<file path="config.mk">
export PLATFORM = sky130hd
export DESIGN_NAME = pc_fetch_unit
export DESIGN_NICKNAME = d
export VERILOG_FILES = /design/src/rtl/fetch_pkg.sv /design/src/rtl/fetch_branch_cond.sv /design/src/rtl/pc_fetch_unit.sv
export SDC_FILE = /design/constraint.sdc
export NUM_CORES = 1
export LEC_CHECK = 0
export BUFFER_PORTS_ARGS = -buffer_cell sky130_fd_sc_hd__buf_2
export CAP_MARGIN = 20
export CORE_MARGIN = 1.5
export CORE_UTILIZATION = 46
export CTS_BUF_LIST = sky130_fd_sc_hd__clkbuf_16
export CTS_CLUSTER_SIZE = 16
export DETAILED_ROUTE_END_ITERATION = 12
export PLACE_DENSITY = 0.78
export SLEW_MARGIN = 20
export SYNTH_ARGS = -nofsm -noshare
export SYNTH_HDL_FRONTEND = slang
export SYNTH_HIERARCHICAL = 1
export SYNTH_SLANG_ARGS = --single-unit
</file>
<file path="constraint.sdc">
create_clock -name CLK -period 2 [get_ports CLK]
set_input_delay 0.6 -clock CLK [delete_from_list [all_inputs] [get_ports CLK]]
set_output_delay 0.6 -clock CLK [all_outputs]
set_load 0.02 [all_outputs]
</file>
<file path="src/rtl/fetch_pkg.sv">
// Shared types and constants for the PC fetch unit: FSM states, widths,
// load-source encodings and branch opcodes.
package fetch_pkg;

    localparam int PC_W = 10;
    localparam int IR_W = 18;

    typedef enum logic {
        ST_FETCH = 1'b0,
        ST_EXEC  = 1'b1
    } state_t;

    localparam logic [1:0] MUX_IR    = 2'b00;
    localparam logic [1:0] MUX_STACK = 2'b01;
    localparam logic [1:0] MUX_INT   = 2'b10;
    localparam logic [1:0] MUX_ZERO  = 2'b11;

    // Branch opcodes are {IR[17:13], IR[1:0]}
    localparam logic [6:0] OP_BRN  = 7'd16;
    localparam logic [6:0] OP_BREQ = 7'd18;
    localparam logic [6:0] OP_BRNE = 7'd19;
    localparam logic [6:0] OP_BRCS = 7'd20;
    localparam logic [6:0] OP_BRCC = 7'd21;

endpackage

</file>
<file path="src/rtl/fetch_branch_cond.sv">
// Branch condition decode: true unless the opcode is a conditional branch
// whose flag test fails.
module fetch_branch_cond
    import fetch_pkg::*;
(
    input  logic [IR_W-1:0] ir_i,
    input  logic            c_flag_i,
    input  logic            z_flag_i,
    output logic            cond_o
);

    logic [6:0] opcode;

    assign opcode = {ir_i[17:13], ir_i[1:0]};

    always_comb begin
        cond_o = 1'b1;
        case (opcode)
            OP_BRN:  cond_o = 1'b1;
            OP_BREQ: cond_o = z_flag_i;
            OP_BRNE: cond_o = ~z_flag_i;
            OP_BRCS: cond_o = c_flag_i;
            OP_BRCC: cond_o = ~c_flag_i;
            default: cond_o = 1'b1;
        endcase
    end

endmodule

</file>
<file path="src/rtl/pc_fetch_unit.sv">
// Two-phase fetch/execute PC sequencer with conditional loads and stall.
// Optional interrupt entry (INT_REQ/INT_ACK/RET_PC) when FETCH_INT_EN is defined.
module pc_fetch_unit
    import fetch_pkg::*;
#(
    parameter logic [PC_W-1:0] RESET_VECTOR = 10'h000,
    parameter logic [PC_W-1:0] INT_VECTOR   = 10'h3FF
) (
    input  logic            CLK,
    input  logic            RESET_N,
    input  logic            PC_LD,
    input  logic            PC_INC,
    input  logic [1:0]      PC_MUX_SEL,
    input  logic [PC_W-1:0] FROM_STACK,
    input  logic            C_FLAG,
    input  logic            Z_FLAG,
    input  logic            STALL,
`ifdef FETCH_INT_EN
    input  logic            INT_REQ,
    output logic            INT_ACK,
    output logic [PC_W-1:0] RET_PC,
`endif
    output logic [PC_W-1:0] ROM_ADDR,
    input  logic [IR_W-1:0] ROM_DATA,
    output logic [IR_W-1:0] IR,
    output logic [PC_W-1:0] PC,
    output logic            EXEC,
    output logic            BR_TAKEN
);

    state_t          state_q, state_d;
    logic [PC_W-1:0] pc_q, pc_d;
    logic [IR_W-1:0] ir_q, ir_d;
    logic            br_q, br_d;
    logic            cond;
    logic [PC_W-1:0] ld_src;
    logic [PC_W-1:0] pc_plus1;
    logic [PC_W-1:0] seq_pc;

    fetch_branch_cond u_cond (
        .ir_i     (ir_q),
        .c_flag_i (C_FLAG),
        .z_flag_i (Z_FLAG),
        .cond_o   (cond)
    );

    always_comb begin
        case (PC_MUX_SEL)
            MUX_IR:    ld_src = ir_q[12:3];
            MUX_STACK: ld_src = FROM_STACK;
            MUX_INT:   ld_src = INT_VECTOR;
            default:   ld_src = '0;
        endcase
    end

    assign pc_plus1 = pc_q + PC_W'(1);

    // A failed conditional load still advances, independent of PC_INC
    always_comb begin
        if (PC_LD)       seq_pc = cond ? ld_src : pc_plus1;
        else if (PC_INC) seq_pc = pc_plus1;
        else             seq_pc = pc_q;
    end

`ifdef FETCH_INT_EN
    logic            ack_q, ack_d;
    logic [PC_W-1:0] ret_q, ret_d;
`endif

    always_comb begin
        state_d = state_q;
        pc_d    = pc_q;
        ir_d    = ir_q;
        br_d    = 1'b0;
`ifdef FETCH_INT_EN
        ack_d   = 1'b0;
        ret_d   = ret_q;
`endif
        if (!STALL) begin
            case (state_q)
                ST_FETCH: begin
                    state_d = ST_EXEC;
                    ir_d    = ROM_DATA;
                end
                default: begin
                    state_d = ST_FETCH;
                    pc_d    = seq_pc;
                    br_d    = PC_LD & cond;
`ifdef FETCH_INT_EN
                    if (INT_REQ) begin
                        pc_d  = INT_VECTOR;
                        br_d  = 1'b0;
                        ack_d = 1'b1;
                        ret_d = seq_pc;
                    end
`endif
                end
            endcase
        end
    end

    always_ff @(posedge CLK or negedge RESET_N) begin
        if (!RESET_N) begin
            state_q <= ST_FETCH;
            pc_q    <= RESET_VECTOR;
            ir_q    <= '0;
            br_q    <= 1'b0;
`ifdef FETCH_INT_EN
            ack_q   <= 1'b0;
            ret_q   <= '0;
`endif
        end else begin
            state_q <= state_d;
            pc_q    <= pc_d;
            ir_q    <= ir_d;
            br_q    <= br_d;
`ifdef FETCH_INT_EN
            ack_q   <= ack_d;
            ret_q   <= ret_d;
`endif
        end
    end

    assign ROM_ADDR = pc_q;
    assign PC       = pc_q;
    assign IR       = ir_q;
    assign EXEC     = (state_q == ST_EXEC);
    assign BR_TAKEN = br_q & ~STALL;
`ifdef FETCH_INT_EN
    assign INT_ACK  = ack_q;
    assign RET_PC   = ret_q;
`endif

endmodule
</file>
[Word level (Yosys, flattened, before mapping)]
Index checks and enable logic that the tools add are counted.
Word-level totals
  bits in registers: 30
  memories: 0
  bits in writable memories: 0
  word-level logic and storage cells: 29
  latch bits: 0
  ROM bits: 0
Operators by class
  multipliers: 0
  bitwise gates (word level): 6
  reductions and logical operators: 4
  magnitude comparators: 0
  shift-type cells: 0
  mux-type cells: 8
  equal/unequal tests: 6
  div/mod/pow operators: 0
  add/subtract/negate cells: 1
Operator list (number)
  $mux W10: 3
  $pmux W10 S3: 1
  $eq A7 B5 Y1 const B: 4
  $add A10 B1 Y10 const B: 1
  $not A1 Y1: 4
  $pmux W1 S4: 1
  $mux W1: 3
  $reduce_and A3 Y1: 1
  $and A1 B1 Y1: 2
  $eq A2 B1 Y1 const B: 1
  $eq A2 B2 Y1 const B: 1
  $logic_not A2 Y1: 1
  $reduce_and A2 Y1: 1
  $reduce_bool A2 Y1: 1

[Depth between registers and ports, before layout]
Gate-level depths: netlist of run 1.
  word-level depth: 5
  gate-level depth with buffers: 8
  mapped depth without buffers: 7

[By module]
Netlist of run 1, hierarchy kept.
Modules (own cells, without submodules)
  pc_fetch_unit: instances 1, cells each 154, seq. area each 750.7 µm², area each 1591.5 µm²
  fetch_branch_cond: instances 1, cells each 8, seq. area each 0.0 µm², area each 52.6 µm²

[Least setup slack after synthesis of run 1]
No wires, ideal clock.
  path type: in2reg
  from: input Z_FLAG
  to: register pc_q[5], in the netlist PC[5]
  slack: 0.178 ns
  arrival: 1.694 ns
  data required time: 1.871 ns
  buffers on the path: 1
  stages on the path: 8
  path through: nor2_1 > a211o_1 > nand3_1 > and2_1 > clkbuf_1 > nor2_1 > a32oi_1 > o21ai_0
Between the ends
  cells in the longest elaborated chain, start to end: 4
RTL lines
  from (decl): line pc_fetch_unit.sv:16  | input logic Z_FLAG,
  $not A1 Y1: line fetch_branch_cond.sv:21  | OP_BRNE: cond_o = ~z_flag_i;
  $pmux W1 S4 *: line fetch_branch_cond.sv:18  | case (opcode)
  net cond: line pc_fetch_unit.sv:35  | logic cond;
  $mux W10 * (2 in a row): line pc_fetch_unit.sv:60  | if (PC_LD) seq_pc = cond ? ld_src : pc_plus1;
  to (signal assigned): line pc_fetch_unit.sv:114  | pc_q <= pc_d;
  to (decl): line pc_fetch_unit.sv:32  | logic [PC_W-1:0] pc_q, pc_d;
The timed path passes the listed nets; every way through them passes the cells marked *.
A chain may end at the register's enable or synchronous reset.

[Worst setup path after layout of run 1]
  from: register ir_q[13], in the netlist IR[13]
  to: register pc_q[5], in the netlist PC[5]
Between the ends
  cells in the longest elaborated chain, start to end: 4
  elaborated cells between the ends (all ways): 7
  classes of those cells: eq/ne (4); mux (3)
RTL lines
  from (decl): line pc_fetch_unit.sv:33  | logic [IR_W-1:0] ir_q, ir_d;
  from (signal assigned): line pc_fetch_unit.sv:115  | ir_q <= ir_d;
  $eq A7 B5 Y1: line fetch_branch_cond.sv:18
  $pmux W1 S4 *: line fetch_branch_cond.sv:18
  net cond: line pc_fetch_unit.sv:35
  $mux W10 * (2 in a row): line pc_fetch_unit.sv:60
Marked as above.

==> metrics.log, run 1 <==
INFO  metric insertion_delay = 0.27 ns
INFO  metric detailedPlacementHpwl = 2760 um
INFO  metric worst_setup_hold_path_clk_slew = 0.05 ns
INFO  metric ys_warn_count = 6
INFO  metric port_buffers = 76
INFO  metric cts.repair.resized = 0
INFO  metric hold_viol_final = 0
INFO  metric setup_viol = 0
INFO  metric finalSetupTns = 0 ns
INFO  metric critical_path.endpoint_type = register
INFO  metric finalNetCount = 268
INFO  metric areaGrowthSynthToFinish = 29.4%
INFO  metric async_reset_ff_share = 100%
INFO  metric crit_path_cell_trace = nor3b_1 > a211o_1 > nand3_1 > and2_1 > nor2_1 > a32oi_1 > o21ai_0
INFO  metric r2r_end = PC[5]$_DFFE_PN0P_
INFO  metric initialDrtViolationCount = 53
INFO  metric floorplan.initialDensity = 48.5%
INFO  metric synth-edff-count = 0
INFO  metric post_route_cells_drive_above_1_share = between 40% and 50%
INFO  metric worstPathRequired = 2.15 ns
INFO  metric dominant_combinational_cell_family_by_area_after_synthesis = compound AO/OA/AOI/OAI gates
INFO  metric wl_per_cell = 13.6 um
INFO  metric grt_max_degree = 31
INFO  metric synth_sequential_area_ratio = 45.7%
INFO  metric r2r_start = IR[13]$_DFFE_PN0P_
INFO  metric synth_xor_area_share = less than 1%
INFO  metric vias_in_the_first_global_route = 1410
INFO  metric synth-main-ff-cell = dfrtp_1
INFO  metric design_area = 0.00213 sq mm
INFO  metric placeableCoreArea = 0.00339 sq mm
INFO  metric htree_num_levels = 2
INFO  metric mappedNetlistArea = between 0.0015 and 0.002 sq mm
INFO  metric clock_sink_count = 30
INFO  metric r2r_cells = 7
INFO  metric syn_inst = around 160
INFO  metric synth.ff_latch_count = 30
INFO  metric num-fill-cells = 286
INFO  metric grt_first_pass_wirelength = around 6500 um
INFO  metric tritoncts = built
INFO  metric global_route.usage.total = between 20% and 30%
INFO  metric die-width = about 63 um
INFO  metric worst_path_max_delay_cell = dfrtp_1
INFO  metric worst-setup-path-type = reg2reg
INFO  metric syn_avg_cell_area = 10.1 sq um
INFO  metric routed-via-count = 1428
INFO  metric critical_path.max_fanout = 10
INFO  metric worst_clock_skew = 0.00577 ns
INFO  metric fmax = 566 MHz
INFO  metric cts.path.max_buffers = 2
INFO  metric preCtsSetupSlack = 0.0816 ns
INFO  metric routed_wl = 3770 um
INFO  metric antenna_found_initial = 0
INFO  metric maxcap_violations = 0
INFO  metric num_io_pins = 77
INFO  metric placement_rows = 21
INFO  metric synth_simple_gate_area_share = 16.1%
INFO  metric final_util = 62.8%
INFO  metric hold_path.class = in2async
INFO  metric globalRoute.totalOverflow = 0
INFO  metric max_slew_margin = 55.3%
INFO  metric numCtsBuffers = 5
INFO  metric antennaDiodeCount = 0
INFO  metric post_detailed_route_drc_marker_count = 0
INFO  metric die_height = 62.8 um
INFO  metric timing.critical_path.from_type = register
INFO  metric synth_nets = 200
INFO  metric power_per_cell_area = between 1500 and 2000 mW/mm^2
INFO  metric timing_max_transition_violations_final = 0
INFO  metric place_congestion = 0.797
INFO  metric avgViaCountPerCell = 5.16
INFO  metric leakage = roughly 1 nW
INFO  metric finalWorstSetupSlack = 0.232 ns
INFO  metric final_period_minus_worst_setup_slack = 1.77 ns
INFO  metric floorplan_die_area = 0.00394 sq mm
INFO  metric grt_setup_unrepaired = false
INFO  metric critical-path-max-stage-delay = 0.42 ns
INFO  metric drt_pre_antenna_iters = 4
INFO  metric result_of_the_run = finished clean
INFO  metric synthDistinctLibCells = 38
INFO  metric max-vdd-ir-drop = 0.805 mV
INFO  metric ctsRootBufferMaster = clkbuf_16
INFO  metric finalCritPeriodShare = 88.4%
INFO  metric synthMuxAreaShare = between 10% and 20%
INFO  metric total_power = 0.00354 W
INFO  metric cts-hold-fix-buffers = 0
INFO  metric reg2reg_setup_slack = between 0.2 and 0.25 ns
INFO  metric yosys.area_share.adder = 0.761%
INFO  metric synth_compound_gate_area_share = 16.7%
INFO  metric cts_post_setup_buffers_inserted = 0
INFO  metric antenna_left = 0
INFO  metric placed_cell_area = 0.00199 sq mm
INFO  metric arrival_time_reported_for_the_critical_path_endpoint = 1.92 ns
INFO  metric worst_pin_slew = 0.670 ns
flip-flops by register name (all words and copies together) (netlist names):
register / flops
IR: 18
br_q: 1
EXEC: 1
PC: 10
stage by stage:
| step | hold slack [ns] | instances |
|---|---|---|
| 5_1_grt | 0.419 | 277 |
| 3_3_place_gp | 0.487 | 269 |
| 2_1_floorplan | 0.304 | 162 |
| 4_1_cts | 0.379 | 277 |
| 3_5_place_dp | 0.490 | 269 |
| 6_report | 0.363 | 277 |
layout by cell type (no fill, tap or decap), types with 5 or more instances in the layout:
cell	Yosys	layout
a21oi_1	9	9
a2bb2oi_1	5	5
buf_2	4	76
buf_4	11	5
clkbuf_16	0	5
dfrtp_1	30	30
mux2_2	18	18
nand2_1	6	6
nand3_1	10	10
nor2_1	15	15
o21ai_0	11	11
o2bb2ai_1	6	6
logic make-up after synthesis:
| group | after synthesis |
|---|---|
| flip-flops | 30 |
| buffers and inverters | 20 |
| AND/OR/NAND/NOR | 51 |
| multiplexers | 18 |
| adder cells (fa/ha/maj) | 1 |
| AO/OA/AOI/OAI | 41 |
| XOR/XNOR | 1 |
report_power, final:
group | leakage (nW) | total [W] | switching, W | internal (W)
Combinational | 0.568 | 0.00162 | 0.000950 | 0.000673
Clock | 0.0724 | 0.000694 | 0.000246 | 0.000448
Sequential | 0.352 | 0.00123 | 0.000319 | 0.000909
area by class of cell:
| type | count | area [sq um] | share of cell area [%] |
|---|---|---|---|
| tap | 46 | 57.6 | 2.71 |
| multi-input combinational | 112 | 763 | 35.9 |
| timing repair buffer | 81 | 418 | 19.6 |
| sequential | 30 | 751 | 35.3 |
| clock inverter | 3 | 12.5 | 0.588 |
| clock buffer | 5 | 125 | 5.88 |
synthesized netlist by cell type, types with 2 or more instances:
library cell / number / share of area, %
o2bb2ai_1: 6 / 3.2
a2bb2oi_1: 5 / 2.7
buf_4: 11 / 5.0
clkbuf_1: 3 / 0.68
o211ai_1: 2 / 0.91
nor2b_1: 2 / 0.76
nand2b_1: 3 / 1.1
nand2_1: 6 / 1.4
mux2_2: 18 / 12
and4_1: 2 / 1.1
a21oi_1: 9 / 2.7
nand3_1: 10 / 3.0
o21ai_0: 11 / 3.3
nand3b_1: 2 / 0.91
buf_2: 4 / 1.2
dfrtp_1: 30 / 46
nor2_1: 15 / 3.4
nor3_1: 3 / 0.91
worst max path at each step:
stage	startpoint	endpoint	slack, ns	cells past startpoint
detailed placement	Z_FLAG	PC[5]$_DFFE_PN0P_	0.08	8
global route	IR[16]$_DFFE_PN0P_	PC[9]$_DFFE_PN0P_	0.05	5
global placement	C_FLAG	PC[7]$_DFFE_PN0P_	0.1	8
CTS	IR[13]$_DFFE_PN0P_	PC[5]$_DFFE_PN0P_	0.24	7
finish	IR[13]$_DFFE_PN0P_	PC[5]$_DFFE_PN0P_	0.23	7
floorplan	Z_FLAG	PC[5]$_DFFE_PN0P_	0.18	8
routing by layer:
layer | GRT usage [%] | wire (um)
met1 | 28.1 | 1760
met2 | 32.3 | 1650
met3 | 7.03 | 289
met4 | 7.50 | 68
met5 | 0 | 0
worst max-delay path, delay by kind of cell (launching register included):
family | cells | cell delay (ns)
compound gates | 3 | 0.54
flops | 1 | 0.42
simple gates | 4 | 0.68
(Power assumes the default switching activity.)
==> inputs of run 2 (changes only) <==
- MAX_ROUTING_LAYER: unset -> met4
==> run 2 against run 1 <==
  * Hold slack got worse by 0.00073 ns
  * Clock skew rose by 0.00068 ns
  * Sequential share of layout area stayed put
  * Largest power group unchanged
  * Largest cell class unchanged
  * Via count up 0.70%
  * Maximum frequency down 0.14%
  * Cell area unchanged
  * Global-route usage up 0.65 points
==> metrics.log, run 2 (same netlist as run 1, synthesis figures left out) <==
INFO  metric worstPathRequired = 2.15 ns (about the same)
INFO  metric leakage = 0.993 nW (unchanged)
INFO  metric post_route_cells_drive_above_1_share = 46.8% (unchanged)
INFO  metric max-vdd-ir-drop = 0.804 mV (-0.17%)
INFO  metric number_of_gates_on_the_worst_path_with_buffers_counted = 7 (unchanged)
INFO  metric routed-via-count = 1438 (+0.70%)
INFO  metric tritoncts = built
INFO  metric grt_first_pass_wirelength = 6530 um (+0.32%)
INFO  metric cts-hold-fix-buffers = 0 (unchanged)
INFO  metric floorplan_die_area = 0.00394 sq mm (unchanged)
INFO  metric hold_path.class = in2async
INFO  metric maxcap_violations = 0 (unchanged)
INFO  metric insertion_delay = 0.27 ns (about the same)
INFO  metric antennaDiodeCount = 0 (unchanged)
INFO  metric timing.critical_path.from_type = register
INFO  metric cts_post_setup_buffers_inserted = 0 (unchanged)
INFO  metric critical-path-max-stage-delay = 0.42 ns (about the same)
INFO  metric preCtsSetupSlack = 0.0816 ns (unchanged)
INFO  metric num_io_pins = 77 (unchanged)
INFO  metric post_detailed_route_drc_marker_count = 0 (unchanged)
INFO  metric path_delay_family = simple AND/OR/NAND/NOR gates
INFO  metric detailedPlacementHpwl = 2760 um (unchanged)
INFO  metric placeableCoreArea = 0.00339 sq mm (unchanged)
INFO  metric result_of_the_run = finished clean
INFO  metric worst_path_max_delay_cell = dfrtp_1
INFO  metric worst-setup-path-type = reg2reg
INFO  metric port_buffers = 76 (unchanged)
INFO  metric power_per_cell_area = 1670 mW/mm^2 (about the same)
INFO  metric areaGrowthSynthToFinish = 29.4% (unchanged)
INFO  metric antenna_found_initial = 0 (unchanged)
INFO  metric clock_sink_count = 30 (unchanged)
INFO  metric r2r_cells = 7 (unchanged)
INFO  metric layout_commonest_cell = buf_2
INFO  metric worst_pin_slew = 0.671 ns (+0.000520 ns)
INFO  metric critical_path.max_fanout = 10 (unchanged)
INFO  metric routed_wl = 3740 um (-0.82%)
INFO  metric crit_path_cell_trace = nor3b_1 > a211o_1 > nand3_1 > and2_1 > nor2_1 > a32oi_1 > o21ai_0
INFO  metric die-width = 62.8 um (unchanged)
INFO  metric cts.repair.resized = 0 (unchanged)
INFO  metric finalCritPeriodShare = 88.5% (+0.12 points)
INFO  metric finalNetCount = 268 (unchanged)
INFO  metric finalSetupTns = 0 ns (unchanged)
INFO  metric cts.path.max_buffers = 2 (unchanged)
INFO  metric wl_per_cell = 13.5 um (-0.82%)
INFO  metric fmax = 565 MHz (-0.14%)
INFO  metric max_slew_margin = 55.3% (about the same)
INFO  metric antenna_left = 0 (unchanged)
INFO  metric setup_viol = 0 (unchanged)
INFO  metric crit_buf_inv = 0 (unchanged)
INFO  metric final_period_minus_worst_setup_slack = 1.77 ns (+0.00240 ns)
INFO  metric final_cell_mix = 76 x buf_2, 30 x dfrtp_1, 18 x mux2_2
INFO  metric avgViaCountPerCell = 5.19 (+0.70%)
INFO  metric die_height = 62.8 um (unchanged)
INFO  metric vias_in_the_first_global_route = 1405 (-0.35%)
INFO  metric worst_setup_hold_path_clk_slew = 0.05 ns (about the same)
INFO  metric critical_path.endpoint_type = register
INFO  metric grt_max_degree = 31 (unchanged)
INFO  metric drt_pre_antenna_iters = 4 (unchanged)
INFO  metric ctsRootBufferMaster = clkbuf_16
INFO  metric grt_setup_unrepaired = false
INFO  metric global_route.usage.total = 21.8% (+0.65 points)
INFO  metric worst_clock_skew = 0.00645 ns (+0.000684 ns)
INFO  metric finalWorstSetupSlack = 0.230 ns (-0.00240 ns)
INFO  metric timing_max_transition_violations_final = 0 (unchanged)
INFO  metric initialDrtViolationCount = 51 (-3.8%)
INFO  metric num-fill-cells = 286 (unchanged)
INFO  metric arrival_time_reported_for_the_critical_path_endpoint = 1.92 ns (about the same)
INFO  metric globalRoute.totalOverflow = 0 (unchanged)
INFO  metric floorplan.initialDensity = 48.5% (unchanged)
INFO  metric largest_register_ff_count = 18 (unchanged)
INFO  metric placement_rows = 21 (unchanged)
INFO  metric hold_viol_final = 0 (unchanged)
INFO  metric htree_num_levels = 2 (unchanged)
INFO  metric numCtsBuffers = 5 (unchanged)
INFO  metric place_congestion = 0.809 (+1.4%)
## run 2: cell counts in the layout (fill, tap and decap cells not counted)
No cell type changed its count.
## run 2: metrics by stage
stage | instances | area (sq um) | hold WS, ns | utilization, % | total power [W]
3_3_place_gp | 269 | 1990 | 0.487 | 58.7 | 0.00283
3_5_place_dp | 269 | 1990 | 0.490 | 58.7 | 0.00286
6_report | 277 | 2130 | 0.363 | 62.8 | 0.00354
4_1_cts | 277 | 2130 | 0.379 | 62.8 | 0.00357
2_1_floorplan | 162 | 1640 | 0.304 | - | 0.00241
5_1_grt | 277 | 2130 | 0.419 | 62.8 | 0.00378
## run 2: worst register-to-register path, stage by stage, from the launching register on
cell and delay [ns]:
dfrtp_1 0.42, nor3b_1 0.16, a211o_1 0.26, nand3_1 0.11, and2_1 0.34, nor2_1 0.08, a32oi_1 0.19, o21ai_0 0.09
## run 2: where the power goes
part           internal (W)  leakage, nW  switching [W]  total (W)
clock network      0.000448       0.0724       0.000248   0.000696
registers          0.000909        0.352       0.000317    0.00123
logic              0.000673        0.568       0.000950    0.00162
total               0.00203        0.993        0.00152    0.00354
## run 2: final timing paths
kind,to,slack [ns],start
min in group CLK,IR[2]$_DFFE_PN0P_,0.50,IR[2]$_DFFE_PN0P_
max in group asynchronous,IR[8]$_DFFE_PN0P_,1.20,RESET_N
worst min register to register,IR[2]$_DFFE_PN0P_,0.50,IR[2]$_DFFE_PN0P_
worst min-delay path,br_q$_DFF_PN0_,0.36,RESET_N
worst max-delay path,PC[5]$_DFFE_PN0P_,0.23,IR[13]$_DFFE_PN0P_
worst max register to register,PC[5]$_DFFE_PN0P_,0.23,IR[13]$_DFFE_PN0P_
## run 2: area by class of cell
class | count | area, sq um | area share, %
Sequential cell | 30 | 751 | 35.3
Timing Repair Buffer | 81 | 418 | 19.6
Multi-Input combinational cell | 112 | 763 | 35.9
Tap cell | 46 | 57.6 | 2.71
Clock inverter | 3 | 12.5 | 0.588
Clock buffer | 5 | 125 | 5.88
## run 2: per-layer routing
metal	up-vias	track usage [%]	part of all wire, %
li1	722	-	-
met4	0	7.50	1.8
met1	640	28.9	48
met5	-	-	0
met3	8	5.95	6.6
met2	68	32.3	44
